[src/rtl/m_alu_arbiter.sv]
// m_alu_arbiter: round-robin arbiter sharing one external 8-bit ALU between two requesters.
// Latency: gnt the cycle after the IDLE sampling edge, done one cycle later; one operation per 3 cycles.
// Backpressure: requests are sampled only in IDLE and losers keep req high. Owner lock is built with ALU_ARB_LOCK_EN.
module m_alu_arbiter (
  input  logic       w_clock,
  input  logic       w_reset_n,
  input  logic       w_req0,
  input  logic       w_req1,
  input  logic [7:0] w_word0,
  input  logic [7:0] w_hi0,
  input  logic [7:0] w_lo0,
  input  logic [7:0] w_word1,
  input  logic [7:0] w_hi1,
  input  logic [7:0] w_lo1,
  input  logic       w_lock0,
  input  logic       w_lock1,
  output logic       w_gnt0,
  output logic       w_gnt1,
  output logic       w_done0,
  output logic       w_done1,
  output logic [7:0] w_result,
  output logic       w_cf_out,
  output logic [7:0] w_alu_word,
  output logic [7:0] w_alu_hi,
  output logic [7:0] w_alu_lo,
  input  logic [7:0] w_alu_out,
  input  logic       w_alu_cf
);

  localparam logic [3:0] OP_SLE = 4'b0111;
  localparam logic [3:0] OP_SGE = 4'b1000;

  typedef enum logic [1:0] {S_IDLE, S_ISSUE, S_DONE} state_t;

  state_t state;
  logic   last_id;
  logic   win_id;
  logic   sel_vld;
  logic   sel_id;

`ifdef ALU_ARB_LOCK_EN
  logic lock_vld;
  logic lock_id;
  logic owner_lock;
  logic owner_req;
  logic sel_lock;

  assign owner_lock = lock_id ? w_lock1 : w_lock0;
  assign owner_req  = lock_id ? w_req1  : w_req0;
`else
  logic unused_lock;
  assign unused_lock = w_lock0 ^ w_lock1;
`endif

  // Winner selection; a held lock overrides round-robin and may leave the ALU idle.
  always_comb begin
    sel_vld = w_req0 | w_req1;
    sel_id  = (w_req0 && w_req1) ? ~last_id : w_req1;
`ifdef ALU_ARB_LOCK_EN
    sel_lock = sel_id ? w_lock1 : w_lock0;
    if (lock_vld && owner_lock) begin
      sel_vld  = owner_req;
      sel_id   = lock_id;
      sel_lock = 1'b1;
    end
`endif
  end

  always_ff @(posedge w_clock or negedge w_reset_n) begin
    if (!w_reset_n) begin
      state      <= S_IDLE;
      w_gnt0     <= 1'b0;
      w_gnt1     <= 1'b0;
      w_done0    <= 1'b0;
      w_done1    <= 1'b0;
      w_result   <= 8'h00;
      w_cf_out   <= 1'b0;
      w_alu_word <= 8'h00;
      w_alu_hi   <= 8'h00;
      w_alu_lo   <= 8'h00;
      last_id    <= 1'b1;
      win_id     <= 1'b0;
`ifdef ALU_ARB_LOCK_EN
      lock_vld   <= 1'b0;
      lock_id    <= 1'b0;
`endif
    end else begin
      w_gnt0  <= 1'b0;
      w_gnt1  <= 1'b0;
      w_done0 <= 1'b0;
      w_done1 <= 1'b0;
      case (state)
        S_IDLE: begin
          if (sel_vld) begin
            w_gnt0     <= ~sel_id;
            w_gnt1     <= sel_id;
            win_id     <= sel_id;
            last_id    <= sel_id;
            w_alu_word <= sel_id ? w_word1 : w_word0;
            w_alu_hi   <= sel_id ? w_hi1   : w_hi0;
            w_alu_lo   <= sel_id ? w_lo1   : w_lo0;
            state      <= S_ISSUE;
`ifdef ALU_ARB_LOCK_EN
            lock_vld   <= sel_lock;
            lock_id    <= sel_id;
`endif
          end else begin
            w_alu_word <= 8'h00;
            w_alu_hi   <= 8'h00;
            w_alu_lo   <= 8'h00;
`ifdef ALU_ARB_LOCK_EN
            if (lock_vld && !owner_lock) lock_vld <= 1'b0;
`endif
          end
        end
        S_ISSUE: begin
          w_result <= w_alu_out;
          // Only compare opcodes own the flag; everything else leaves it alone.
          if (w_alu_word[7:4] == OP_SGE || w_alu_word[7:4] == OP_SLE)
            w_cf_out <= w_alu_cf;
          w_done0 <= ~win_id;
          w_done1 <= win_id;
          state   <= S_DONE;
        end
        S_DONE: begin
          w_alu_word <= 8'h00;
          w_alu_hi   <= 8'h00;
          w_alu_lo   <= 8'h00;
          state      <= S_IDLE;
        end
        default: state <= S_IDLE;
      endcase
    end
  end

endmodule

[config.mk]
export PLATFORM = sky130hd
export DESIGN_NAME = m_alu_arbiter
export DESIGN_NICKNAME = d
export VERILOG_FILES = /design/src/rtl/m_alu_arbiter.sv
export SDC_FILE = /design/constraint.sdc
export NUM_CORES = 1
export LEC_CHECK = 0
export ABC_AREA = 1
export BUFFER_PORTS_ARGS = -buffer_cell sky130_fd_sc_hd__buf_4
export CORE_MARGIN = 2
export CORE_UTILIZATION = 25
export DETAILED_ROUTE_END_ITERATION = 16
export MAX_ROUTING_LAYER = met4
export PLACE_DENSITY_LB_ADDON = 0.1
export SETUP_SLACK_MARGIN = 0.2
export SLEW_MARGIN = 20
export SYNTH_ARGS = -nofsm -noshare
export SYNTH_HDL_FRONTEND = slang
export SYNTH_SLANG_ARGS = --single-unit
[constraint.sdc]
create_clock -name w_clock -period 2.9 [get_ports w_clock]
set_clock_uncertainty 0.1 [all_clocks]
set_input_delay 0.87 -clock w_clock [delete_from_list [all_inputs] [get_ports w_clock]]
set_output_delay 0.87 -clock w_clock [all_outputs]
set_load 0.01 [all_outputs]
==> results of run 1 <==
[power breakdown]
group / switching (uW) / total (uW) / internal, uW
clock network: 206 / 486 / 280
logic: 662 / 1200 / 535
registers: 141 / 966 / 826
[flip-flops by register name (all words and copies together), names as in the netlist]
register	cells
last_id	1
w_cf_out	1
w_gnt0	1
win_id	1
w_alu_lo	8
w_gnt1	1
w_result	8
w_done1	1
state	2
w_alu_hi	8
w_done0	1
w_alu_word	8
[through the flow]
stage                util  hold slack (ns)
finish              0.387            0.325
global route        0.387            0.348
CTS                 0.387            0.327
detailed placement  0.371            0.312
global placement    0.371            0.313
floorplan               -            0.303
[layer usage]
metal / GRT usage / vias to the layer above / part of all wire
li1: - / 917 / -
met1: 0.157 / 814 / 0.43
met2: 0.203 / 53 / 0.50
met3: 0.0370 / 4 / 0.059
met4: 0.0373 / 0 / 0.011
met5: - / - / 0
[worst max path at each step]
stage	endpoint	slack (ns)	depth (start not counted)
5_1_grt	w_alu_word[4]	1.00	1
4_1_cts	w_alu_word[4]	1.04	1
3_3_place_gp	w_alu_lo[4]	0.84	6
6_report	w_alu_word[4]	1.05	1
3_5_place_dp	w_alu_lo[4]	0.84	6
2_1_floorplan	w_alu_hi[0]	1.20	6
[cells by family after synthesis]
| logic type | count (synthesis) |
|---|---|
| AO/OA/AOI/OAI | 17 |
| buffers and inverters | 37 |
| flip-flops | 41 |
| AND/OR/NAND/NOR | 141 |
[final cells by class]
type	count	area, sq um
Clock inverter	2	37.5
Clock buffer	6	82.6
Inverter	26	103
Multi-Input combinational cell	158	727
Timing Repair Buffer	100	751
Fill cell	798	4520
Tap cell	99	124
Sequential cell	41	1030
[cells in the mapped netlist]
cell type,instances,area share
o21ai_0,6,0.016
inv_2,1,0.0019
dfrtp_1,40,0.52
inv_1,23,0.045
nor2_2,1,0.0033
nor2_1,18,0.035
nand2_1,81,0.16
o21ai_2,9,0.041
buf_2,3,0.0078
nor2_4,1,0.0059
buf_4,2,0.0078
buf_6,2,0.012
clkinv_1,1,0.0019
nand2_4,1,0.0059
nand4_1,1,0.0033
clkinv_4,1,0.0046
clkbuf_1,4,0.0078
o21ai_1,2,0.0052
dfstp_2,1,0.014
nand2_2,9,0.029
nor3_1,1,0.0026
nand3_1,28,0.073
==> reports/metrics.cfg, run 1 <==
[run_status]
run_status=completed

[floorplanning]
number_of_placement_rows=31
start_util=0.261
pin_count=100
fp.dieW_um=91.7
die_height_um=91.7
placeableCoreArea_sq_um=7370
design.die.area_sq_um=8420

[layout]
num_antenna_cells=0
mostFrequentLayoutCell=buf_4
final_design_area_no_fill_sq_um=2850
net_count_final=395
final_cell_count_no_fill=432
layout.cells.most_common_list=buf_4 (100), nand2_1 (81), dfrtp_1 (40), nand3_1 (28), inv_1 (23)
area_delta_synth_final_pct=48.2
drive_above_1_share=0.396

[timing]
setup_viol=0
rsz0062_at_grt=false
setup_total_negative_slack_ns=0
slew-limit-headroom=0.636
finalHoldViolations=0
final_max_slew_viol_count=0
max_freq_mhz=541
worst_slew_pin_tran_ns=0.546
setup_slack_ns=1.05
post_layout_minimum_cycle_time_ns=1.85
final_min_period_over_clock_period=0.638

[setup_path]
cp_data_required_time_ns=1.93
slowest_stage=dfrtp_1
critPathMaxStageDelay_ns=0.43
reg2reg_slack_ns=1.30
worst-path-max-fanout=4
cp_top_family=flip-flops
timing.critical_path.from_type=flop
rr_worst_depth=6
critical_path_class=reg -> out
critical_path_start=w_alu_word[4]
worst_r2r_endpoint=w_alu_hi[4]
crit-reg2reg-launch=last_id
worstPathBufferInverterCount=1
path_cells=buf_4
critical_path_arrival_ns=0.88
worst_setup_path_end_kind=output port

[clocking]
cts_inserted_buffers=5
depth_of_the_cts_h_tree=2
clk_path_buf_depth=2
clk-insertion-delay-late_ns=0.29
cts-hold-fix-buffers=0
clock_tree.root_cell=clkbuf_8
cts_tree=yes
worst_setup_hold_path_clk_slew_ns=0.09
clock-sinks=41
post_cts.resized_instances=0
post_cts.repair.setup_buffers=0

[yosys]
yosys_register_bits=41
synth_area_per_cell_sq_um=8.15
multiplexer_area_fraction_after_synthesis=0
ys.warnings.count=0
synth_nets=299
synth_simple_gate_area_frac=0.316
postSynthCellCount=236
synth-compound-area-share=0.0618
parity_gate_share_of_the_synthesized_area_counting_xor_and_xnor_cells=0
yosysUniqueCellTypes=22
syn_area_sq_um=1920
yosys.area_share.adder=0
combinational_family_with_the_most_area_after_synthesis=simple AND/OR/NAND/NOR gates
ys_seq_area_frac=0.534

[routing]
vias_per_cell=4.14
finalWirelength_um=5030
post-route-drc-count=0
wire_per_inst_um=11.6
detail-route-antenna-nets=0
dr_total_vias=1788
count_of_tritonroute_iterations_in_the_first_routing_pass=4
dr.first_iter.drc_count=75

[placement]
placement.io_buffers=97
detailed_place_hpwl_um=3580
place_inst=424
dp_worst_setup_slack_ns=0.844
gp_congestion=0.698
placedInstanceArea_sq_um=2730

[worst_hold_path]
number_of_instances_on_the_worst_hold_path=1
min_to=w_done0
min_delay_startpoint=win_id
worstHoldPathType=reg -> reg

[power]
power.density_nw_per_um2=929
fin_total_pwr_uw=2650
leakagePower_uw=0.00155
ir_drop_v=0.000361

[global_routing]
antenna_violations_before_repair=0
maximum_number_of_pins_on_one_net_before_global_route_repair=42
grt_pass1_wl_um=8210
globalRouteOverflowTotal=0
first_global_vias=1762
globalRouteTotalUtil=0.127

[job]
max_cap_violations=0

(Power assumes the default switching activity.)
==> run 2, diff against run 1 <==
Clock period 2.9 ns to 1.6 ns, I/O delays scaled along.
==> run 2 against run 1 <==
- combinational power rose by 150%
- routed wire length rose by 8.4%
- cell count rose by 5.6%
- critical path type unchanged
- largest power group unchanged
- highest routed layer unchanged
==> reports/metrics.cfg, run 2 (synthesized netlist as in run 1, its figures left out) <==
[run_status]
run_status=completed

[power]
fin_total_pwr_uw=5660  ; +110%
power.density_nw_per_um2=1740  ; +87%
leakagePower_uw=0.00173  ; +12%
ir_drop_v=0.000511  ; +41%

[global_routing]
gr-usage-met1=0.169  ; +0.0119
globalRouteOverflowTotal=0  ; unchanged
maximum_number_of_pins_on_one_net_before_global_route_repair=42  ; unchanged
first_global_vias=1824  ; +3.5%
grt_pass1_wl_um=8650  ; +5.3%
use_met3=0.0288  ; -0.00822
globalRouteMet2Util=0.213  ; +0.00980
antenna_violations_before_repair=0  ; unchanged
globalRouteTotalUtil=0.133  ; +0.00573
globalRoute.busiestLayer=met2

[floorplanning]
start_util=0.261  ; unchanged
pin_count=100  ; unchanged
placeableCoreArea_sq_um=7370  ; unchanged
design.die.area_sq_um=8420  ; unchanged
die_height_um=91.7  ; unchanged
number_of_placement_rows=31  ; unchanged
fp.dieW_um=91.7  ; unchanged

[placement]
dp_worst_setup_slack_ns=-0.174  ; -1.02 ns
placement.io_buffers=97  ; unchanged
place_inst=426  ; +0.47%
detailed_place_hpwl_um=3540  ; -1.0%
gp_congestion=0.683  ; -2.3%

[timing]
slew-limit-headroom=0.637  ; +0.00105
finalHoldViolations=0  ; unchanged
finalHoldWorstSlack_ns=0.0636  ; -0.261 ns
final_max_slew_viol_count=0  ; unchanged
setup_viol=0  ; unchanged
setup_slack_ns=0.190  ; -0.861 ns
rsz0062_at_grt=true
max_freq_mhz=709
post_layout_minimum_cycle_time_ns=1.41
final_min_period_over_clock_period=0.882
worst_slew_pin_tran_ns=0.545  ; -0.00157 ns

[setup_path]
worstPathBufferInverterCount=1  ; unchanged
worst_r2r_endpoint=w_alu_hi[6]
critical_path_arrival_ns=0.83  ; -0.05 ns
reg2reg_slack_ns=0.29  ; -1.01 ns
rr_worst_depth=6  ; unchanged
cp_top_family=flip-flops
critical_path_class=reg -> out
path_cells=buf_6
critPathMaxStageDelay_ns=0.41  ; -0.02 ns
crit-reg2reg-launch=last_id
slowest_stage=dfrtp_1
worst-path-max-fanout=2  ; -2
worst_setup_path_end_kind=output port
cp_data_required_time_ns=1.02  ; -0.91 ns
timing.critical_path.from_type=flop

[routing]
dr.first_iter.drc_count=24  ; -68%
detail-route-antenna-nets=0  ; unchanged
vias_per_cell=4.08  ; -1.3%
wire_per_inst_um=11.9  ; +2.7%
count_of_tritonroute_iterations_in_the_first_routing_pass=4  ; unchanged
finalWirelength_um=5450  ; +8.4%
post-route-drc-count=0  ; unchanged
dr_total_vias=1862  ; +4.1%

[layout]
layout.cells.most_common_list=buf_4 (81), nand2_1 (79), dfrtp_1 (40), buf_6 (37), nand3_1 (28)
mostFrequentLayoutCell=buf_4
num_antenna_cells=0  ; unchanged
net_count_final=419  ; +6.1%
final_cell_count_no_fill=456  ; +5.6%
area_delta_synth_final_pct=69.1
drive_above_1_share=0.448  ; +0.0518

[clocking]
cts_tree=yes
clk_path_buf_depth=2  ; unchanged
worst_setup_hold_path_clk_slew_ns=0.08  ; about the same
clock-sinks=41  ; unchanged
depth_of_the_cts_h_tree=2  ; unchanged
clk-insertion-delay-late_ns=0.30  ; about the same
cts_inserted_buffers=5  ; unchanged
clock_tree.root_cell=clkbuf_8

[worst_hold_path]
worstHoldPathType=in -> async

[job]
max_cap_violations=0  ; unchanged

[run 2: cell count changes in the layout (fill, tap and decap cells not counted), sizes merged]
| cell | before | now |
|---|---|---|
| buf | 100 | 122 |
| nor2 | 20 | 21 |
| clkbuf | 6 | 7 |
[run 2: where the power goes]
part | switching [uW] | total (uW) | internal (uW)
clock network | 376 | 884 | 508
logic | 1350 | 2960 | 1600
registers | 317 | 1820 | 1500
total | 2050 | 5660 | 3610
[run 2: final cells by class]
| class | instances | area [sq um] |
|---|---|---|
| clock buffers | 6 | 82.6 |
| inverters | 26 | 104 |
| fillers | 772 | 4120 |
| flip-flops and latches | 41 | 1030 |
| repair buffers | 123 | 1130 |
| multi-input cells | 159 | 748 |
| well taps | 99 | 124 |
| clock inverters | 2 | 37.5 |
[run 2: how the worst max path moves through the flow]
stage / slack, ns / cells past startpoint / start / end
global placement: -0.14 / 5 / w_req1 / w_alu_lo[0]
detailed placement: -0.17 / 5 / w_req1 / w_alu_lo[1]
finish: 0.19 / 1 / w_alu_hi[7] / w_alu_hi[7]
global route: 0.14 / 1 / w_result[3] / w_result[3]
CTS: 0.17 / 1 / w_alu_word[6] / w_alu_word[6]
floorplan: 0.29 / 6 / w_req0 / w_alu_hi[0]
[run 2: through the flow]
stage	util	setup TNS (ns)	instance area [sq um]
5_1_grt	0.441	0	3250
4_1_cts	0.420	0	3090
3_3_place_gp	0.374	-2.92	2760
2_1_floorplan	-	0	1920
6_report	0.441	0	3250
3_5_place_dp	0.374	-3.57	2760
[run 2: layer usage]
layer | part of all wire | vias to the layer above
met1 | 0.45 | 837
li1 | - | 967
met3 | 0.044 | 5
met2 | 0.49 | 53
met4 | 0.013 | 0
met5 | 0 | -
[run 2: repair_timing]
item	4_1_cts	5_1_grt
pin swaps	1	2
hold buffers	0	0
setup buffers	10	10
gates cloned	1	1
gates resized for setup	37	6
endpoints found under the setup margin	60	63
==> run 3, diff against run 2 <==
Settings changed: CTS_BUF_LIST set to sky130_fd_sc_hd__clkbuf_16, SETUP_SLACK_MARGIN 0.2 to 0.02.
==> run 3 against run 2 <==
- final area is 9.7% lower
- sequential share of layout area rose by 3.4 points
- clock-buffer cell count decreased by 1
- total power down 9.4%
- core utilization is 4.3 points lower
- global-route usage fell by 0.16 points
- register-to-register slack got worse by 0.11 ns
- clock power is 28% higher
- cell count down 4.6%
- critical path depth is the same
- combinational power shrank 25%
- setup slack worse by 0.017 ns
==> reports/metrics.cfg, run 3 (synthesized netlist as in run 1, its figures left out) <==
[timing]
finalHoldWorstSlack_ns=0.0870  ; +0.0233 ns
max_freq_mhz=700  ; -1.2%
setup_slack_ns=0.172  ; -0.0172 ns
post_layout_minimum_cycle_time_ns=1.43  ; +0.0172 ns
final_max_slew_viol_count=0  ; unchanged
rsz0062_at_grt=false
finalHoldViolations=0  ; unchanged
final_min_period_over_clock_period=0.892  ; +0.0108
setup_viol=0  ; unchanged
worst_slew_pin_tran_ns=0.550  ; +0.00529 ns
slew-limit-headroom=0.633  ; -0.00353

[setup_path]
path_cells=buf_4
rr_worst_depth=5  ; -1
reg2reg_slack_ns=0.18  ; -0.11 ns
critical_path_start=w_alu_word[4]
timing.critical_path.from_type=flop
worst-path-max-fanout=4  ; +2
critical_path_arrival_ns=0.85  ; +0.02 ns
worst_setup_path_end_kind=output port
critical_path_class=reg -> out
cp_data_required_time_ns=1.02  ; about the same
path_depth=1  ; unchanged
crit-reg2reg-launch=last_id
slowest_stage=dfrtp_1
critPathMaxStageDelay_ns=0.41  ; about the same
worst_r2r_endpoint=win_id
cp-endpoint=w_alu_word[4]
worstPathBufferInverterCount=1  ; unchanged
cp_top_family=flip-flops

[routing]
post-route-drc-count=0  ; unchanged
wire_per_inst_um=12.0  ; +0.40%
dr.first_iter.drc_count=64  ; +170%
dr_total_vias=1787  ; -4.0%
detail-route-antenna-nets=0  ; unchanged
vias_per_cell=4.11  ; +0.61%
count_of_tritonroute_iterations_in_the_first_routing_pass=4  ; unchanged
finalWirelength_um=5220  ; -4.2%

[layout]
net_count_final=398  ; -5.0%
final_design_area_no_fill_sq_um=2940  ; -9.7%
mostFrequentLayoutCell=buf_4
num_antenna_cells=0  ; unchanged
area_delta_synth_final_pct=52.6
drive_above_1_share=0.399  ; -0.0494
final.fill_count=800  ; +3.6%
layout.cells.most_common_list=buf_4 (101), nand2_1 (81), dfrtp_1 (40), nand3_1 (28), inv_1 (23)

[global_routing]
maximum_number_of_pins_on_one_net_before_global_route_repair=42  ; unchanged
grt_pass1_wl_um=8570  ; -0.88%
first_global_vias=1790  ; -1.9%
antenna_violations_before_repair=0  ; unchanged
globalRouteOverflowTotal=0  ; unchanged
globalRouteTotalUtil=0.131  ; -0.00164

[power]
share_of_total_power_consumed_by_net_switching=0.370  ; +0.00865
power.density_nw_per_um2=1740  ; +0.32%
internal_power_uw=3230  ; -11%
power.share.sequential=0.344  ; +0.023
power_frac_clock=0.221  ; +0.065
combinationalPowerShare=0.435  ; -0.088
ir_drop_v=0.000686  ; +34%
total_switching_power_uw=1900  ; -7.3%
leakagePower_uw=0.00158  ; -8.4%

[clocking]
cts_tree=yes
clk-insertion-delay-late_ns=0.28  ; -0.02 ns
cts_inserted_buffers=5  ; unchanged
cts-hold-fix-buffers=0  ; unchanged
clk_path_buf_depth=2  ; unchanged
clock-sinks=41  ; unchanged
worst_setup_hold_path_clk_slew_ns=0.06  ; -0.02 ns
clock_tree.root_cell=clkbuf_16
depth_of_the_cts_h_tree=2  ; unchanged

[worst_hold_path]
worstHoldPathType=in -> async

[job]
max_cap_violations=0  ; unchanged

[floorplanning]
fp.dieW_um=91.7  ; unchanged
start_util=0.261  ; unchanged
pin_count=100  ; unchanged
die_height_um=91.7  ; unchanged
design.die.area_sq_um=8420  ; unchanged
placeableCoreArea_sq_um=7370  ; unchanged
number_of_placement_rows=31  ; unchanged

[placement]
placement.io_buffers=97  ; unchanged
dp_worst_setup_slack_ns=-0.174  ; unchanged
gp_congestion=0.683  ; unchanged
placedInstanceArea_sq_um=2760  ; unchanged
detailed_place_hpwl_um=3540  ; unchanged

[run_status]
run_status=completed

## run 3: cell types whose count changed in the layout (fill, tap and decap cells not counted), sizes merged
cell    delta
buf       -20
clkinv     +1
clkbuf     -2
## run 3: cell type report
| cell class | count | area, sq um | area share |
|---|---|---|---|
| Sequential cell | 41 | 1030 | 0.350 |
| Clock inverter | 3 | 41.3 | 0.0141 |
| Clock buffer | 5 | 125 | 0.0426 |
| Tap cell | 99 | 124 | 0.0422 |
| Multi-Input combinational cell | 159 | 738 | 0.251 |
| Inverter | 26 | 103 | 0.0349 |
| Timing Repair Buffer | 102 | 778 | 0.265 |
## run 3: worst min path at each step
stage,end,slack [ns],cells past startpoint
2_1_floorplan,state[0],0.08,0
3_3_place_gp,w_done0,0.31,1
5_1_grt,w_done0,0.13,1
6_report,w_gnt0,0.09,1
4_1_cts,w_alu_lo[7],0.12,1
3_5_place_dp,w_done0,0.32,1
## run 3: what timing repair did
item / 4_1_cts / 5_1_grt
endpoints found under the setup margin: 25 / 0
setup buffers: 0 / 0
resized for setup: 1 / 0
## run 3: power by group through the flow
stage,Clock [uW],Sequential (uW),Combinational [uW]
finish,1130,1760,2230
global route,1230,1820,2510
CTS,1180,1770,2290
detailed placement,0,1770,2270
global placement,0,1780,2250
floorplan,0,1930,1070
## run 3: stage by stage
stage               power [uW]  cells   util  setup TNS [ns]
CTS                       5240    435  0.398               0
detailed placement        4040    426  0.374           -3.57
floorplan                 3000    236      -               0
global route              5560    435  0.398               0
global placement          4020    426  0.374           -2.92
finish                    5120    435  0.398               0
## run 3: routing by layer
| metal | global-route usage | up-vias | wire length (um) |
|---|---|---|---|
| met5 | - | - | 0 |
| met4 | 0.0410 | 0 | 65 |
| met3 | 0.0263 | 5 | 214 |
| met1 | 0.167 | 807 | 2430 |
| met2 | 0.213 | 48 | 2500 |
| li1 | - | 927 | - |
